`src/rtl/operand_fetch_stage_if.sv`:
```
// ----------------------------------------------------------------------------
// operand_fetch_stage_if
// Bundles every non-clock signal of the operand fetch stage.
//   id_*        : decoded instruction in, valid/ready handshake (id_ready out)
//   rf_rd*_addr : register file read addresses (out of the stage)
//   rf_rd*_data : register file combinational read data (into the stage)
//   wb_*        : same-cycle writeback (register file write port mirror)
//   flush       : kill the instruction held for execute
//   ex_*        : registered operands to execute, valid/ready handshake
// modport master : environment side (decode, register file, writeback, execute)
// modport slave  : the operand fetch stage itself
// ----------------------------------------------------------------------------
interface operand_fetch_stage_if #(
   parameter int unsigned OP_W = 4
);
   localparam int unsigned DATA_W = 16;
   localparam int unsigned REG_AW = 3;

   // Decode side
   logic                id_valid;
   logic                id_ready;
   logic [OP_W-1:0]     id_op;
   logic [REG_AW-1:0]   id_src0;
   logic [REG_AW-1:0]   id_src1;
   logic [REG_AW-1:0]   id_dst;
   logic                id_wb;
   logic                id_use_imm;
   logic [DATA_W-1:0]   id_imm;

   // Register file read ports
   logic [REG_AW-1:0]   rf_rd0_addr;
   logic [REG_AW-1:0]   rf_rd1_addr;
   logic [DATA_W-1:0]   rf_rd0_data;
   logic [DATA_W-1:0]   rf_rd1_data;

   // Writeback
   logic                wb_en;
   logic [REG_AW-1:0]   wb_addr;
   logic [DATA_W-1:0]   wb_data;

   // Pipeline control
   logic                flush;

   // Execute side
   logic                ex_valid;
   logic                ex_ready;
   logic [OP_W-1:0]     ex_op;
   logic [DATA_W-1:0]   ex_a;
   logic [DATA_W-1:0]   ex_b;
   logic [REG_AW-1:0]   ex_dst;
   logic                ex_wb;

   modport master (
      output id_valid, id_op, id_src0, id_src1, id_dst, id_wb, id_use_imm, id_imm,
      input  id_ready,
      input  rf_rd0_addr, rf_rd1_addr,
      output rf_rd0_data, rf_rd1_data,
      output wb_en, wb_addr, wb_data,
      output flush,
      input  ex_valid, ex_op, ex_a, ex_b, ex_dst, ex_wb,
      output ex_ready
   );

   modport slave (
      input  id_valid, id_op, id_src0, id_src1, id_dst, id_wb, id_use_imm, id_imm,
      output id_ready,
      output rf_rd0_addr, rf_rd1_addr,
      input  rf_rd0_data, rf_rd1_data,
      input  wb_en, wb_addr, wb_data,
      input  flush,
      output ex_valid, ex_op, ex_a, ex_b, ex_dst, ex_wb,
      input  ex_ready
   );
endinterface

```
`src/rtl/operand_fetch_stage.sv`:
```
// ----------------------------------------------------------------------------
// operand_fetch_stage
// Sits between decode and execute in front of the 8x16 register file.
// Drives the register file read addresses straight from the decoded sources,
// forwards same-cycle writeback data, stalls on an 8-entry busy scoreboard
// (RAW on either source, WAW on the destination) and registers the operand
// bundle for execute.
// Ports:
//   clk   : clock, all state updates on the rising edge
//   rst_n : asynchronous active-low reset
//   bus   : operand_fetch_stage_if.slave (decode, register file, writeback,
//           flush and execute signals)
// ----------------------------------------------------------------------------
module operand_fetch_stage #(
   parameter int unsigned OP_W = 4
) (
   input  logic                   clk,
   input  logic                   rst_n,
   operand_fetch_stage_if.slave   bus
);
   localparam int unsigned DATA_W = 16;
   localparam int unsigned REG_AW = 3;
   localparam int unsigned NREG   = 8;

   // Architectural state
   logic [NREG-1:0]     r_busy;
   logic                r_ex_valid;
   logic [OP_W-1:0]     r_ex_op;
   logic [DATA_W-1:0]   r_ex_a;
   logic [DATA_W-1:0]   r_ex_b;
   logic [REG_AW-1:0]   r_ex_dst;
   logic                r_ex_wb;

   // Combinational helpers
   logic [NREG-1:0]     w_clr;
   logic [NREG-1:0]     w_eb;
   logic [NREG-1:0]     w_set;
   logic [NREG-1:0]     w_kill;
   logic                w_hazard;
   logic                w_ready;
   logic                w_issue;
   logic                w_fwd0;
   logic                w_fwd1;
   logic [DATA_W-1:0]   w_op_a;
   logic [DATA_W-1:0]   w_op_b;

   // Register file read addresses come straight from decode
   assign bus.rf_rd0_addr = bus.id_src0;
   assign bus.rf_rd1_addr = bus.id_src1;

   // Writeback retires its busy bit in the same cycle it is observed
   always_comb begin
      w_clr = '0;
      if (bus.wb_en) begin
         w_clr = NREG'(1) << bus.wb_addr;
      end
   end

   assign w_eb = r_busy & ~w_clr;

   // RAW on A, RAW on B (only when B is a register), WAW on destination
   always_comb begin
      w_hazard = 1'b0;
      if (w_eb[bus.id_src0]) begin
         w_hazard = 1'b1;
      end
      if (!bus.id_use_imm && w_eb[bus.id_src1]) begin
         w_hazard = 1'b1;
      end
      if (bus.id_wb && w_eb[bus.id_dst]) begin
         w_hazard = 1'b1;
      end
   end

   // Ready is independent of id_valid so decode may use it to decide issue
   assign w_ready  = !bus.flush && (!r_ex_valid || bus.ex_ready) && !w_hazard;
   assign w_issue  = bus.id_valid && w_ready;
   assign bus.id_ready = w_ready;

   // The register file writes at the clock edge, so its read data is stale
   // for a register being written this cycle; take the writeback bus instead.
   assign w_fwd0 = bus.wb_en && (bus.wb_addr == bus.id_src0);
   assign w_fwd1 = bus.wb_en && (bus.wb_addr == bus.id_src1);

   always_comb begin
      w_op_a = bus.rf_rd0_data;
      if (w_fwd0) begin
         w_op_a = bus.wb_data;
      end
   end

   always_comb begin
      w_op_b = bus.rf_rd1_data;
      if (bus.id_use_imm) begin
         w_op_b = bus.id_imm;
      end else if (w_fwd1) begin
         w_op_b = bus.wb_data;
      end
   end

   // Destination of an issuing writer becomes busy
   always_comb begin
      w_set = '0;
      if (w_issue && bus.id_wb) begin
         w_set = NREG'(1) << bus.id_dst;
      end
   end

   // A flushed writer that execute never took gives its busy bit back;
   // if execute accepted it in the same cycle it stays outstanding.
   always_comb begin
      w_kill = '0;
      if (bus.flush && r_ex_valid && r_ex_wb && !bus.ex_ready) begin
         w_kill = NREG'(1) << r_ex_dst;
      end
   end

   // Scoreboard: set is OR-ed last so it wins over a same-cycle clear
   always_ff @(posedge clk or negedge rst_n) begin
      if (!rst_n) begin
         r_busy <= '0;
      end else begin
         r_busy <= (r_busy & ~w_clr & ~w_kill) | w_set;
      end
   end

   // Execute output register: load on issue, drop when consumed or flushed
   always_ff @(posedge clk or negedge rst_n) begin
      if (!rst_n) begin
         r_ex_valid <= 1'b0;
         r_ex_op    <= '0;
         r_ex_a     <= '0;
         r_ex_b     <= '0;
         r_ex_dst   <= '0;
         r_ex_wb    <= 1'b0;
      end else begin
         if (w_issue) begin
            r_ex_valid <= 1'b1;
            r_ex_op    <= bus.id_op;
            r_ex_a     <= w_op_a;
            r_ex_b     <= w_op_b;
            r_ex_dst   <= bus.id_dst;
            r_ex_wb    <= bus.id_wb;
         end else if (bus.flush || bus.ex_ready) begin
            r_ex_valid <= 1'b0;
         end
      end
   end

   assign bus.ex_valid = r_ex_valid;
   assign bus.ex_op    = r_ex_op;
   assign bus.ex_a     = r_ex_a;
   assign bus.ex_b     = r_ex_b;
   assign bus.ex_dst   = r_ex_dst;
   assign bus.ex_wb    = r_ex_wb;

endmodule

```
`src/flat_wrapper.sv`:
```
// flat-port wrapper written by rule: the top's interface ports become plain ports
module operand_fetch_stage_flat 
#(
   parameter int unsigned OP_W = 4
)
  (clk, rst_n, bus_id_valid, bus_id_op, bus_id_src0, bus_id_src1, bus_id_dst, bus_id_wb, bus_id_use_imm, bus_id_imm, bus_id_ready, bus_rf_rd0_addr, bus_rf_rd1_addr, bus_rf_rd0_data, bus_rf_rd1_data, bus_wb_en, bus_wb_addr, bus_wb_data, bus_flush, bus_ex_valid, bus_ex_op, bus_ex_a, bus_ex_b, bus_ex_dst, bus_ex_wb, bus_ex_ready);
  operand_fetch_stage_if #(.OP_W(OP_W)) bus_i ();
  input  logic clk;
  input  logic rst_n;
  input wire logic [$bits(bus_i.id_valid)-1:0] bus_id_valid;
  input wire logic [$bits(bus_i.id_op)-1:0] bus_id_op;
  input wire logic [$bits(bus_i.id_src0)-1:0] bus_id_src0;
  input wire logic [$bits(bus_i.id_src1)-1:0] bus_id_src1;
  input wire logic [$bits(bus_i.id_dst)-1:0] bus_id_dst;
  input wire logic [$bits(bus_i.id_wb)-1:0] bus_id_wb;
  input wire logic [$bits(bus_i.id_use_imm)-1:0] bus_id_use_imm;
  input wire logic [$bits(bus_i.id_imm)-1:0] bus_id_imm;
  output wire logic [$bits(bus_i.id_ready)-1:0] bus_id_ready;
  output wire logic [$bits(bus_i.rf_rd0_addr)-1:0] bus_rf_rd0_addr;
  output wire logic [$bits(bus_i.rf_rd1_addr)-1:0] bus_rf_rd1_addr;
  input wire logic [$bits(bus_i.rf_rd0_data)-1:0] bus_rf_rd0_data;
  input wire logic [$bits(bus_i.rf_rd1_data)-1:0] bus_rf_rd1_data;
  input wire logic [$bits(bus_i.wb_en)-1:0] bus_wb_en;
  input wire logic [$bits(bus_i.wb_addr)-1:0] bus_wb_addr;
  input wire logic [$bits(bus_i.wb_data)-1:0] bus_wb_data;
  input wire logic [$bits(bus_i.flush)-1:0] bus_flush;
  output wire logic [$bits(bus_i.ex_valid)-1:0] bus_ex_valid;
  output wire logic [$bits(bus_i.ex_op)-1:0] bus_ex_op;
  output wire logic [$bits(bus_i.ex_a)-1:0] bus_ex_a;
  output wire logic [$bits(bus_i.ex_b)-1:0] bus_ex_b;
  output wire logic [$bits(bus_i.ex_dst)-1:0] bus_ex_dst;
  output wire logic [$bits(bus_i.ex_wb)-1:0] bus_ex_wb;
  input wire logic [$bits(bus_i.ex_ready)-1:0] bus_ex_ready;
  assign bus_i.id_valid = bus_id_valid;
  assign bus_i.id_op = bus_id_op;
  assign bus_i.id_src0 = bus_id_src0;
  assign bus_i.id_src1 = bus_id_src1;
  assign bus_i.id_dst = bus_id_dst;
  assign bus_i.id_wb = bus_id_wb;
  assign bus_i.id_use_imm = bus_id_use_imm;
  assign bus_i.id_imm = bus_id_imm;
  assign bus_id_ready = bus_i.id_ready;
  assign bus_rf_rd0_addr = bus_i.rf_rd0_addr;
  assign bus_rf_rd1_addr = bus_i.rf_rd1_addr;
  assign bus_i.rf_rd0_data = bus_rf_rd0_data;
  assign bus_i.rf_rd1_data = bus_rf_rd1_data;
  assign bus_i.wb_en = bus_wb_en;
  assign bus_i.wb_addr = bus_wb_addr;
  assign bus_i.wb_data = bus_wb_data;
  assign bus_i.flush = bus_flush;
  assign bus_ex_valid = bus_i.ex_valid;
  assign bus_ex_op = bus_i.ex_op;
  assign bus_ex_a = bus_i.ex_a;
  assign bus_ex_b = bus_i.ex_b;
  assign bus_ex_dst = bus_i.ex_dst;
  assign bus_ex_wb = bus_i.ex_wb;
  assign bus_i.ex_ready = bus_ex_ready;
  operand_fetch_stage #(.OP_W(OP_W)) u_core (.clk(clk), .rst_n(rst_n), .bus(bus_i));
endmodule
```
`config.mk`:
```
export PLATFORM = sky130hd
export DESIGN_NAME = operand_fetch_stage_flat
export DESIGN_NICKNAME = d
export VERILOG_FILES = /design/src/rtl/operand_fetch_stage_if.sv /design/src/rtl/operand_fetch_stage.sv /design/src/flat_wrapper.sv
export SDC_FILE = /design/constraint.sdc
export NUM_CORES = 1
export LEC_CHECK = 0
export CAP_MARGIN = 20
export CORE_AREA = 2 2 87 89
export CTS_CLUSTER_SIZE = 16
export DETAILED_ROUTE_END_ITERATION = 8
export DIE_AREA = 0 0 89 91
export PLACE_DENSITY_LB_ADDON = 0.15
export SLEW_MARGIN = 25
export SYNTH_ARGS = -nofsm -noshare
export SYNTH_HDL_FRONTEND = slang
export SYNTH_SLANG_ARGS = --single-unit
```
`constraint.sdc`:
```
create_clock -name clk -period 4.34 [get_ports clk]
set_input_delay 1.302 -clock clk [delete_from_list [all_inputs] [get_ports clk]]
set_output_delay 1.302 -clock clk [all_outputs]
set_load 0.01 [all_outputs]
```
==> reports/metrics.cfg <==
[global_routing]
antenna_found_initial=0
grt_util_all_layers=0.210
grt_start_max_net_pins=50
overflow=0
grt_pass1_wl_um=13400
grt_pass1_vias=2797

[final_layout]
n_antenna_cell=0
drive_above_1_share=0.297
fin_area_um2=4760
fin_nets=521
areaGrowthSynthToFinish_pct=61.4
final_core_util=0.667
fin_cells=533

[timing]
hold_violations=0
fin_ws_ps=62.8
fin_crit_ps=4280
worst_pin_slew_ps=625
max_freq_mhz=234
finalCritPeriodShare=0.986
final_max_slew_viol_count=0
max_slew_margin=0.584
clock_skew_ps=11.1
rsz0062_at_grt=false
setup_viol=0
whs_ps=510

[clock_tree]
root_buffer=clkbuf_8
clock_path_buffers=2
clock_sinks=49
clk_pin_slew_ps=90
htree_levels=2
numCtsBuffers=5
cts_tree=built
insertion_delay_ps=300

[setup_path]
cp.arrival_ps=2980
r2r_cells=12
reg2reg_from=u_core.bus.ex_valid
critPathKind=input port to primary output
path_delay_family=simple AND/OR/NAND/NOR gates
max_stage_delay_ps=580
required_ps=3040
crit_chain=clkbuf_2 > or4b_4 > buf_4 > a211oi_2 > o31ai_1 > and4_1 > nor3b_2 > buf_2
path_max_fanout=5
critPathBufInv=3
crit_slowest_cell=or4b_4
endpoint_kind=primary output
cp-start-kind=input port
critical_path_depth=8
cp-startpoint=bus_wb_addr[0]

[pwr]
power_frac_comb=0.433
p_sw_frac=0.297
power_frac_clock=0.169
internal-power_uw=1180
irDropWorstVdd_mv=0.256
leakagePower_uw=0.00204
p_seq_frac=0.398
power_density_nw_per_um2=353
p_switching_uw=500

[worst_hold_path]
holdPathStages=1
hold_class=register to register
min_from=u_core.bus.ex_a[6]

[logic_synthesis]
ys_top_cells_by_area=dfrtp_1 42%, mux2_2 21%, mux2i_1 5.4%
async_flop_share=1.00
ys.flop_type=dfrtp_1
ys_ff_latch=49
yosysUniqueCellTypes=42
netlist_area_um2=2950
yosysWarnings=0
synth.top_cell.area_share=0.416
synth-edff-count=0
syn_area_per_cell_um2=11.1
synth_fp_nets=353
ys_seq_area_frac=0.416
synthCells=265
synth.largest_area_cell=dfrtp_1

[run_status]
status=complete, no violations

[flow_run]
drv_cap=0

[placed_design]
placed_cell_area_um2=4620
place_inst=520
dp_hpwl_um=6440
gp_congestion=0.890
io_buffers=135
post-place-ws_ps=-688

[floorplan]
die-area_um2=8100
ios=136
core_um2=7140
rows=31
fp.dieW_um=89
die_h_um=91
initial_core_util=0.413

[drt]
totalWireLength_um=8450
first_iter_violations=89
wl_per_cell_um=15.8
drtAntennaViolNets=0
drc=0
vias=2781
via_per_inst=5.22
drtPass1Iterations=6

## path summary, 6_finish.rpt
path | endpoint | slack (ps)
min reg2reg | u_core.bus.ex_a[6] | 510
max | bus_id_ready | 60
min in group asynchronous | u_core.bus.ex_op[3] | 1010
min | u_core.bus.ex_a[6] | 510
max in group asynchronous | u_core.bus.ex_dst[2] | 2900
max reg2reg | u_core.bus.ex_op[1] | 1730
## worst reg2reg max path: cells and delay by family, from the launching register on
kind                   cells  cell delay [ps]
buffers and inverters      6              790
muxes                      1              340
and+or+nand+nor            3              540
DFF                        1              380
AOI/OAI and AO/OA          2              450
## final cells by class
class | instances | area [µm²]
clock buffer | 6 | 82.6
clock inverter | 2 | 13.8
fill | 615 | 2380
inverter | 6 | 22.5
multi-input combinational | 187 | 1590
sequential | 49 | 1230
tap | 99 | 124
timing repair buffer | 184 | 1700
## logic make-up after synthesis
logic type	after synthesis	synth area share
AO/OA/AOI/OAI	46	0.109
XOR/XNOR	6	0.0178
buffers and inverters	29	0.0535
flip-flops	49	0.416
multiplexers	72	0.270
AND/OR/NAND/NOR	63	0.134
## per-layer routing
metal | GRT usage | wire, µm | vias up
li1 | - | - | 1326
met1 | 0.263 | 3620 | 1347
met2 | 0.361 | 4170 | 102
met3 | 0.0555 | 580 | 6
met4 | 0.0448 | 78 | 0
met5 | 0 | 0 | -
## synth_stat cells (2+ instances only)
master     number
a211oi_1        2
a32oi_1         4
and2_1          2
buf_2           6
buf_4           7
buf_6           2
clkbuf_1        8
dfrtp_1        49
inv_1           6
mux2_2         55
mux2i_1        16
nand2_1        22
nand2b_1        2
nand3_1         6
nand3b_1        2
nand4_1         5
nand4b_1        6
nand4bb_1       3
nor2_1          3
nor2b_1         3
nor3_1          2
o2111ai_1       2
o211ai_1        3
o21ai_0        17
o311ai_0        2
o31ai_1         5
o32ai_1         5
xnor2_1         6
## flip-flops by register name (all words and copies together) (netlist names)
name,count
u_core.bus.ex_b,16
u_core.bus.ex_valid,1
u_core.bus.ex_wb,1
u_core.bus.ex_a,16
u_core.r_busy,8
u_core.bus.ex_dst,3
u_core.bus.ex_op,4
## per-stage QoR
| step | TNS (ps) | total power, µW |
|---|---|---|
| global placement | -665 | 1390 |
| CTS | 0 | 1700 |
| detailed placement | -688 | 1400 |
| global route | 0 | 1780 |
| finish | 0 | 1680 |
| floorplan | 0 | 966 |
## power by group through the flow
stage	sequential [µW]	clock (µW)	combinational (µW)
final	670	284	728
after floorplan	730	0	236
after global routing	689	309	782
after global placement	675	0	719
after CTS	671	294	735
after detailed placement	678	0	726
## timing repair
item / 4_1_cts / 5_1_grt
gates cloned: 0 / 0
gates resized for setup: 14 / 13
hold buffers: 0 / 0
setup buffers: 5 / 1
pin swaps: 5 / 4
endpoints found under the setup margin: 1 / 1
## cells in the final DEF, fill, tap and decap left out, types with 2 or more instances in the layout
cell,Yosys,routed
o2111ai_1,2,2
nand4bb_1,3,3
dlymetal6s2s_1,0,3
nor2b_1,3,3
nor2_1,3,3
nand4b_1,6,6
dfrtp_1,49,49
mux2_2,55,55
o21ai_0,17,17
o31ai_1,5,5
o32ai_1,5,5
clkdlybuf4s50_1,0,125
nand2b_1,2,2
and2_1,2,2
inv_1,6,6
a32oi_1,4,4
o211ai_1,3,3
a211oi_1,2,2
nand3_1,6,6
nand4_1,5,5
clkbuf_2,0,3
nand3b_1,2,2
mux2i_1,16,16
nor3_1,2,2
xnor2_1,6,6
buf_4,7,50
clkbuf_8,0,6
nand2_1,22,22
buf_2,6,2
Power figures use the tool's default switching activity.
